==> config.mk <==
export PLATFORM = sky130hd
export DESIGN_NAME = decode_stage
export DESIGN_NICKNAME = d
export VERILOG_FILES = /design/src/rtl/decode_stage.sv
export SDC_FILE = /design/constraint.sdc
export NUM_CORES = 1
export LEC_CHECK = 0
export BUFFER_PORTS_ARGS = -buffer_cell sky130_fd_sc_hd__buf_2
export CELL_PAD_IN_SITES_DETAIL_PLACEMENT = 1
export CELL_PAD_IN_SITES_GLOBAL_PLACEMENT = 1
export CORE_MARGIN = 2
export CORE_UTILIZATION = 44
export DETAILED_ROUTE_END_ITERATION = 16
export GPL_TIMING_DRIVEN = 1
export PLACE_DENSITY = 0.93
export SLEW_MARGIN = 30
export SYNTH_ARGS = -nofsm -noshare
export SYNTH_HDL_FRONTEND = slang
export SYNTH_SLANG_ARGS = --single-unit
==> constraint.sdc <==
create_clock -name clk -period 3.1 [get_ports clk]
set_input_delay 0.155 -clock clk [delete_from_list [all_inputs] [get_ports clk]]
set_output_delay 0.155 -clock clk [all_outputs]
set_load 0.02 [all_outputs]
==> src/rtl/decode_stage.sv <==
// RV64I decode stage: registers each fetched {pc, instr} and decodes it for execute.
// An output register plus a one-entry skid register give full throughput behind a registered if_ready_o.
module decode_stage #(
    parameter int XLEN = 64,
    parameter int ILEN = 32
) (
    input  logic            clk,
    input  logic            rst_n,
    input  logic            flush_i,
    input  logic            if_valid_i,
    output logic            if_ready_o,
    input  logic [XLEN-1:0] if_pc_i,
    input  logic [ILEN-1:0] if_instr_i,
    output logic            id_valid_o,
    input  logic            id_ready_i,
    output logic [XLEN-1:0] id_pc_o,
    output logic [4:0]      id_rs1_o,
    output logic [4:0]      id_rs2_o,
    output logic [4:0]      id_rd_o,
    output logic [XLEN-1:0] id_imm_o,
    output logic [3:0]      id_alu_op_o,
    output logic            id_src_imm_o,
    output logic            id_src_pc_o,
    output logic            id_reg_we_o,
    output logic            id_mem_rd_o,
    output logic            id_mem_wr_o,
    output logic            id_branch_o,
    output logic            id_jump_o,
    output logic            id_system_o,
    output logic [2:0]      id_funct3_o,
    output logic            id_illegal_o
);

    typedef enum logic [3:0] {
        ALU_ADD  = 4'd0, ALU_SUB = 4'd1, ALU_SLL = 4'd2, ALU_SLT = 4'd3,
        ALU_SLTU = 4'd4, ALU_XOR = 4'd5, ALU_SRL = 4'd6, ALU_SRA = 4'd7,
        ALU_OR   = 4'd8, ALU_AND = 4'd9
    } alu_op_t;

    typedef enum logic [6:0] {
        OP_LUI    = 7'b0110111, OP_AUIPC = 7'b0010111, OP_JAL   = 7'b1101111,
        OP_JALR   = 7'b1100111, OP_BRANCH = 7'b1100011, OP_LOAD = 7'b0000011,
        OP_STORE  = 7'b0100011, OP_IMM   = 7'b0010011, OP_REG   = 7'b0110011,
        OP_SYSTEM = 7'b1110011
    } opcode_t;

    typedef struct packed {
        logic [XLEN-1:0] pc;
        logic [4:0]      rs1;
        logic [4:0]      rs2;
        logic [4:0]      rd;
        logic [XLEN-1:0] imm;
        alu_op_t         alu_op;
        logic            src_imm;
        logic            src_pc;
        logic            reg_we;
        logic            mem_rd;
        logic            mem_wr;
        logic            branch;
        logic            jump;
        logic            system;
        logic [2:0]      funct3;
        logic            illegal;
    } dec_t;

    function automatic alu_op_t alu_from_f3(input logic [2:0] f3, input logic alt);
        case (f3)
            3'b000:  return alt ? ALU_SUB : ALU_ADD;
            3'b001:  return ALU_SLL;
            3'b010:  return ALU_SLT;
            3'b011:  return ALU_SLTU;
            3'b100:  return ALU_XOR;
            3'b101:  return alt ? ALU_SRA : ALU_SRL;
            3'b110:  return ALU_OR;
            default: return ALU_AND;
        endcase
    endfunction

    function automatic dec_t decode(input logic [XLEN-1:0] pc, input logic [ILEN-1:0] ins);
        dec_t       d;
        logic [2:0] f3;
        logic [6:0] f7;
        logic       bad;
        d        = '0;
        d.pc     = pc;
        d.rs1    = ins[19:15];
        d.rs2    = ins[24:20];
        d.rd     = ins[11:7];
        d.alu_op = ALU_ADD;
        f3       = ins[14:12];
        f7       = ins[31:25];
        d.funct3 = f3;
        bad      = (ins[1:0] != 2'b11);
        case (ins[6:0])
            OP_LUI: begin
                d.rs1 = '0; d.imm = {{(XLEN-32){ins[31]}}, ins[31:12], 12'b0};
                d.src_imm = 1'b1; d.reg_we = 1'b1;
            end
            OP_AUIPC: begin
                d.rs1 = '0; d.imm = {{(XLEN-32){ins[31]}}, ins[31:12], 12'b0};
                d.src_imm = 1'b1; d.src_pc = 1'b1; d.reg_we = 1'b1;
            end
            OP_JAL: begin
                d.rs1 = '0;
                d.imm = {{(XLEN-21){ins[31]}}, ins[31], ins[19:12], ins[20], ins[30:21], 1'b0};
                d.src_imm = 1'b1; d.src_pc = 1'b1; d.jump = 1'b1; d.reg_we = 1'b1;
            end
            OP_JALR: begin
                d.imm = {{(XLEN-12){ins[31]}}, ins[31:20]};
                d.src_imm = 1'b1; d.jump = 1'b1; d.reg_we = 1'b1;
                bad = bad | (f3 != 3'b000);
            end
            OP_BRANCH: begin
                d.imm = {{(XLEN-13){ins[31]}}, ins[31], ins[7], ins[30:25], ins[11:8], 1'b0};
                d.src_pc = 1'b1; d.branch = 1'b1;
                case (f3)
                    3'b000, 3'b001: d.alu_op = ALU_SUB;
                    3'b100, 3'b101: d.alu_op = ALU_SLT;
                    3'b110, 3'b111: d.alu_op = ALU_SLTU;
                    default:        bad = 1'b1;
                endcase
            end
            OP_LOAD: begin
                d.imm = {{(XLEN-12){ins[31]}}, ins[31:20]};
                d.src_imm = 1'b1; d.mem_rd = 1'b1; d.reg_we = 1'b1;
                bad = bad | (f3 == 3'b111);
            end
            OP_STORE: begin
                d.imm = {{(XLEN-12){ins[31]}}, ins[31:25], ins[11:7]};
                d.src_imm = 1'b1; d.mem_wr = 1'b1;
                bad = bad | f3[2];
            end
            OP_IMM: begin
                // instr[30] only selects SRA here; ADDI never becomes SUB
                d.imm = {{(XLEN-12){ins[31]}}, ins[31:20]};
                d.src_imm = 1'b1; d.reg_we = 1'b1;
                d.alu_op = alu_from_f3(f3, ins[30] & (f3 == 3'b101));
                if (f3 == 3'b001)
                    bad = bad | (ins[31:26] != 6'b000000);
                if (f3 == 3'b101)
                    bad = bad | ((ins[31:26] != 6'b000000) && (ins[31:26] != 6'b010000));
            end
            OP_REG: begin
                d.reg_we = 1'b1;
                d.alu_op = alu_from_f3(f3, ins[30]);
                bad = bad | !((f7 == 7'h00) || ((f7 == 7'h20) && ((f3 == 3'b000) || (f3 == 3'b101))));
            end
            OP_SYSTEM: begin
                d.imm = {{(XLEN-12){ins[31]}}, ins[31:20]};
                d.src_imm = 1'b1; d.system = 1'b1;
            end
            default: bad = 1'b1;
        endcase
        d.illegal = bad;
        d.reg_we  = d.reg_we & (d.rd != 5'd0) & !bad;
        d.mem_rd  = d.mem_rd & !bad;
        d.mem_wr  = d.mem_wr & !bad;
        d.branch  = d.branch & !bad;
        d.jump    = d.jump & !bad;
        return d;
    endfunction

    dec_t out_q, out_d, skid_q, skid_d;
    logic out_vld_q, out_vld_d, skid_vld_q, skid_vld_d;
    logic accept, consume;

    assign if_ready_o = !skid_vld_q;
    assign accept     = if_valid_i & if_ready_o;
    assign consume    = out_vld_q & id_ready_i;

    always_comb begin
        out_d      = out_q;
        out_vld_d  = out_vld_q;
        skid_d     = skid_q;
        skid_vld_d = skid_vld_q;
        if (flush_i) begin
            out_vld_d  = 1'b0;
            skid_vld_d = 1'b0;
        end else if (!out_vld_q || consume) begin
            if (skid_vld_q) begin
                out_d      = skid_q;
                out_vld_d  = 1'b1;
                skid_vld_d = 1'b0;
            end else if (accept) begin
                out_d     = decode(if_pc_i, if_instr_i);
                out_vld_d = 1'b1;
            end else begin
                out_vld_d = 1'b0;
            end
        end else if (accept) begin
            skid_d     = decode(if_pc_i, if_instr_i);
            skid_vld_d = 1'b1;
        end
    end

    always_ff @(posedge clk or negedge rst_n) begin
        if (!rst_n) begin
            out_q      <= '0;
            skid_q     <= '0;
            out_vld_q  <= 1'b0;
            skid_vld_q <= 1'b0;
        end else begin
            out_q      <= out_d;
            skid_q     <= skid_d;
            out_vld_q  <= out_vld_d;
            skid_vld_q <= skid_vld_d;
        end
    end

    assign id_valid_o   = out_vld_q;
    assign id_pc_o      = out_q.pc;
    assign id_rs1_o     = out_q.rs1;
    assign id_rs2_o     = out_q.rs2;
    assign id_rd_o      = out_q.rd;
    assign id_imm_o     = out_q.imm;
    assign id_alu_op_o  = out_q.alu_op;
    assign id_src_imm_o = out_q.src_imm;
    assign id_src_pc_o  = out_q.src_pc;
    assign id_reg_we_o  = out_q.reg_we;
    assign id_mem_rd_o  = out_q.mem_rd;
    assign id_mem_wr_o  = out_q.mem_wr;
    assign id_branch_o  = out_q.branch;
    assign id_jump_o    = out_q.jump;
    assign id_system_o  = out_q.system;
    assign id_funct3_o  = out_q.funct3;
    assign id_illegal_o = out_q.illegal;

endmodule

==> qor.csv <==
metric,value,unit
Hold WC Path Type,in -> reg,
Sink Count,256,
initial antenna violation count,1,
dominant cells by area after synthesis,"dfrtp_1, nand2_1, mux2i_1",
drc violations,0,
pin count of the biggest net entering global routing,147,
CTS tree,done,
Layout Nets,1643,
TritonRoute pass-1 iters,5,
cell with the most instances after synthesis,nand2_1,
worst path required time,3.55,ns
1st-iter DRT viols,690,
Congestion Overflow GR,0,
die height,167,um
Top Ports,262,
total number of vias,10392,
Pwr Total,9.47,mW
DPL Wire Length,23200,um
worst setup margin,0.850,ns
Synth async-reset ratio,1.00,
drt total wl,38800,um
final std cells w/o fill,1900,
Antenna Violating Nets Remaining,0,
synth warn,0,
Fin Hold WS,0.0394,ns
Die W,167,um
initial core utilization,0.447,
sequential cell area fraction in the yosys report,0.550,
Syn Nets,1368,
syn avg cell area,9.19,sq um
clk slew on worst S/H paths,0.07,ns
share of cells above drive strength 1,0.223,
Peak VDD IR,448,uV
TNS Setup,0,ns
Yosys reg bits,256,
final core utilization,0.568,
placed insts,1756,
transition time of the tightest slew-check pin,0.953,ns
number of synthesized flops with an enable pin,0,
area of the mapped netlist,11600,sq um
Layout area overhead,27.1,%
total track usage,0.277,
Startpoint Class,register,
RSZ-0062 raised after global routing,no,
Worst Setup Path Type,reg -> reg,
H-tree depth,1,
Port-buffer cells,261,
"Design Area, Final",14800,sq um
Max-Cap Viols,0,
Clock Tree Buf Depth,3,
post-synthesis cell count,1267,
"area leader, netlist",dfrtp_1,
DIE AREA,27800,sq um
Commonest cells post-synth,"nand2_1, dfrtp_1, o21ai_0",
Static Leakage,7.14,nW
placed instance area,12900,sq um
outcome,"finished, final reports clean",
crit path time final,2.25,ns
Post-synth top flop,dfrtp_1,
Max Clock Skew,0.0265,ns
Crit. End Element,register,
Final Setup Violations,0,
Cell variety after synth,56,
P per Cell Area,640,nW/um^2
DR vias/cell,5.47,
clk_lat worst skew,0.55,ns
root buf cell,clkbuf_16,
global-route wire length before repair,62200,um
row count,59,
vias in the first global route,11259,
"critical path fanouts, max",45,
"worst slack, placed",0.697,ns
Worst slew margin,0.365,
Max Clk Rate,0.444,GHz
routability cong.,0.872,
Num CTS Buffers,29,
crit share post-route,0.726,
WP data arrival,2.70,ns
post-CTS setup buffers,0,
Slew Limit Fails,0,
drt wl/cell,20.4,um
share of Yosys cell area claimed by the top area cell type,0.550,
Core ar.,26100,sq um
Fin. Hold Viols,0,
[critical path, stage by stage, from the launching register on]
cell and delay, ns:
dfrtp_4 0.50, nor3_1 0.41, and2_4 0.63, buf_4 0.34, nor2_1 0.09, a21oi_1 0.17
[where the power goes]
group,switching [mW],internal [mW]
registers,0.346,3.90
logic,1.13,0.605
clock network,1.41,2.08
total,2.88,6.59
[sequential cells by signal, summed over array words and instances, names as in the netlist, 3 cells and up]
| signal | flops |
|---|---|
| id_alu_op_o | 4 |
| id_funct3_o | 3 |
| id_imm_o | 32 |
| id_pc_o | 64 |
| id_rd_o | 5 |
| id_rs1_o | 5 |
| id_rs2_o | 5 |
| skid_q | 127 |
[placed cells by master, fill, tap and decap left out, types with 8 or more instances in the layout]
cell / synthesis / routed
o211ai_1: 8 / 8
nand2_1: 397 / 395
buf_4: 35 / 9
clkbuf_16: 0 / 29
inv_1: 8 / 8
clkbuf_8: 0 / 8
mux2i_1: 77 / 77
o21ai_0: 135 / 135
nor2_1: 44 / 44
nor3_1: 11 / 11
dfrtp_1: 256 / 255
buf_2: 21 / 260
or3_1: 20 / 20
and3_1: 9 / 9
a21oi_1: 76 / 75
nand3_1: 22 / 22
dlygate4sd3_1: 0 / 90
[final cells by class]
type | instances | area [sq um]
fillers | 2963 | 11300
inverters | 8 | 30.0
well taps | 335 | 419
repair buffers | 365 | 2380
flip-flops and latches | 256 | 6410
clock inverters | 9 | 105
clock buffers | 44 | 862
diodes | 1 | 2.50
multi-input cells | 882 | 4590
[layer usage]
layer	part of all wire	global-route usage	wire [um]	vias up
met5	0	0	0	-
met4	0.033	0.0918	1300	0
met3	0.056	0.0544	2180	88
met2	0.50	0.486	19500	313
met1	0.41	0.345	15800	5233
li1	-	-	-	4758
[final timing paths]
path	depth (start not counted)	end	start	slack [ns]
setup reg to reg	5	skid_q[37]$_DFFE_PN0P_	skid_vld_q$_DFFE_PN0P_	0.85
setup / recovery	5	skid_q[37]$_DFFE_PN0P_	skid_vld_q$_DFFE_PN0P_	0.85
min in group asynchronous	3	id_imm_o[5]$_DFFE_PN0P_	rst_n	0.23
max in group asynchronous	3	skid_q[115]$_DFFE_PN0P_	rst_n	2.10
hold / removal	3	skid_q[78]$_DFFE_PN0P_	if_instr_i[31]	0.04
hold reg to reg	2	skid_q[25]$_DFFE_PN0P_	skid_q[25]$_DFFE_PN0P_	0.47
[logic make-up after synthesis]
family | share of synthesized area
xor+xnor | 0.00150
buf+inv | 0.0578
mux | 0.0681
simple gates | 0.194
flops | 0.550
compound gates | 0.129
[timing repair]
item                      in CTS  in global routing
hold endpoints to repair     447                  0
hold buffers                  90                  0
resized for setup              0                  0
Note: power is estimated with default switching activity, not from simulation.
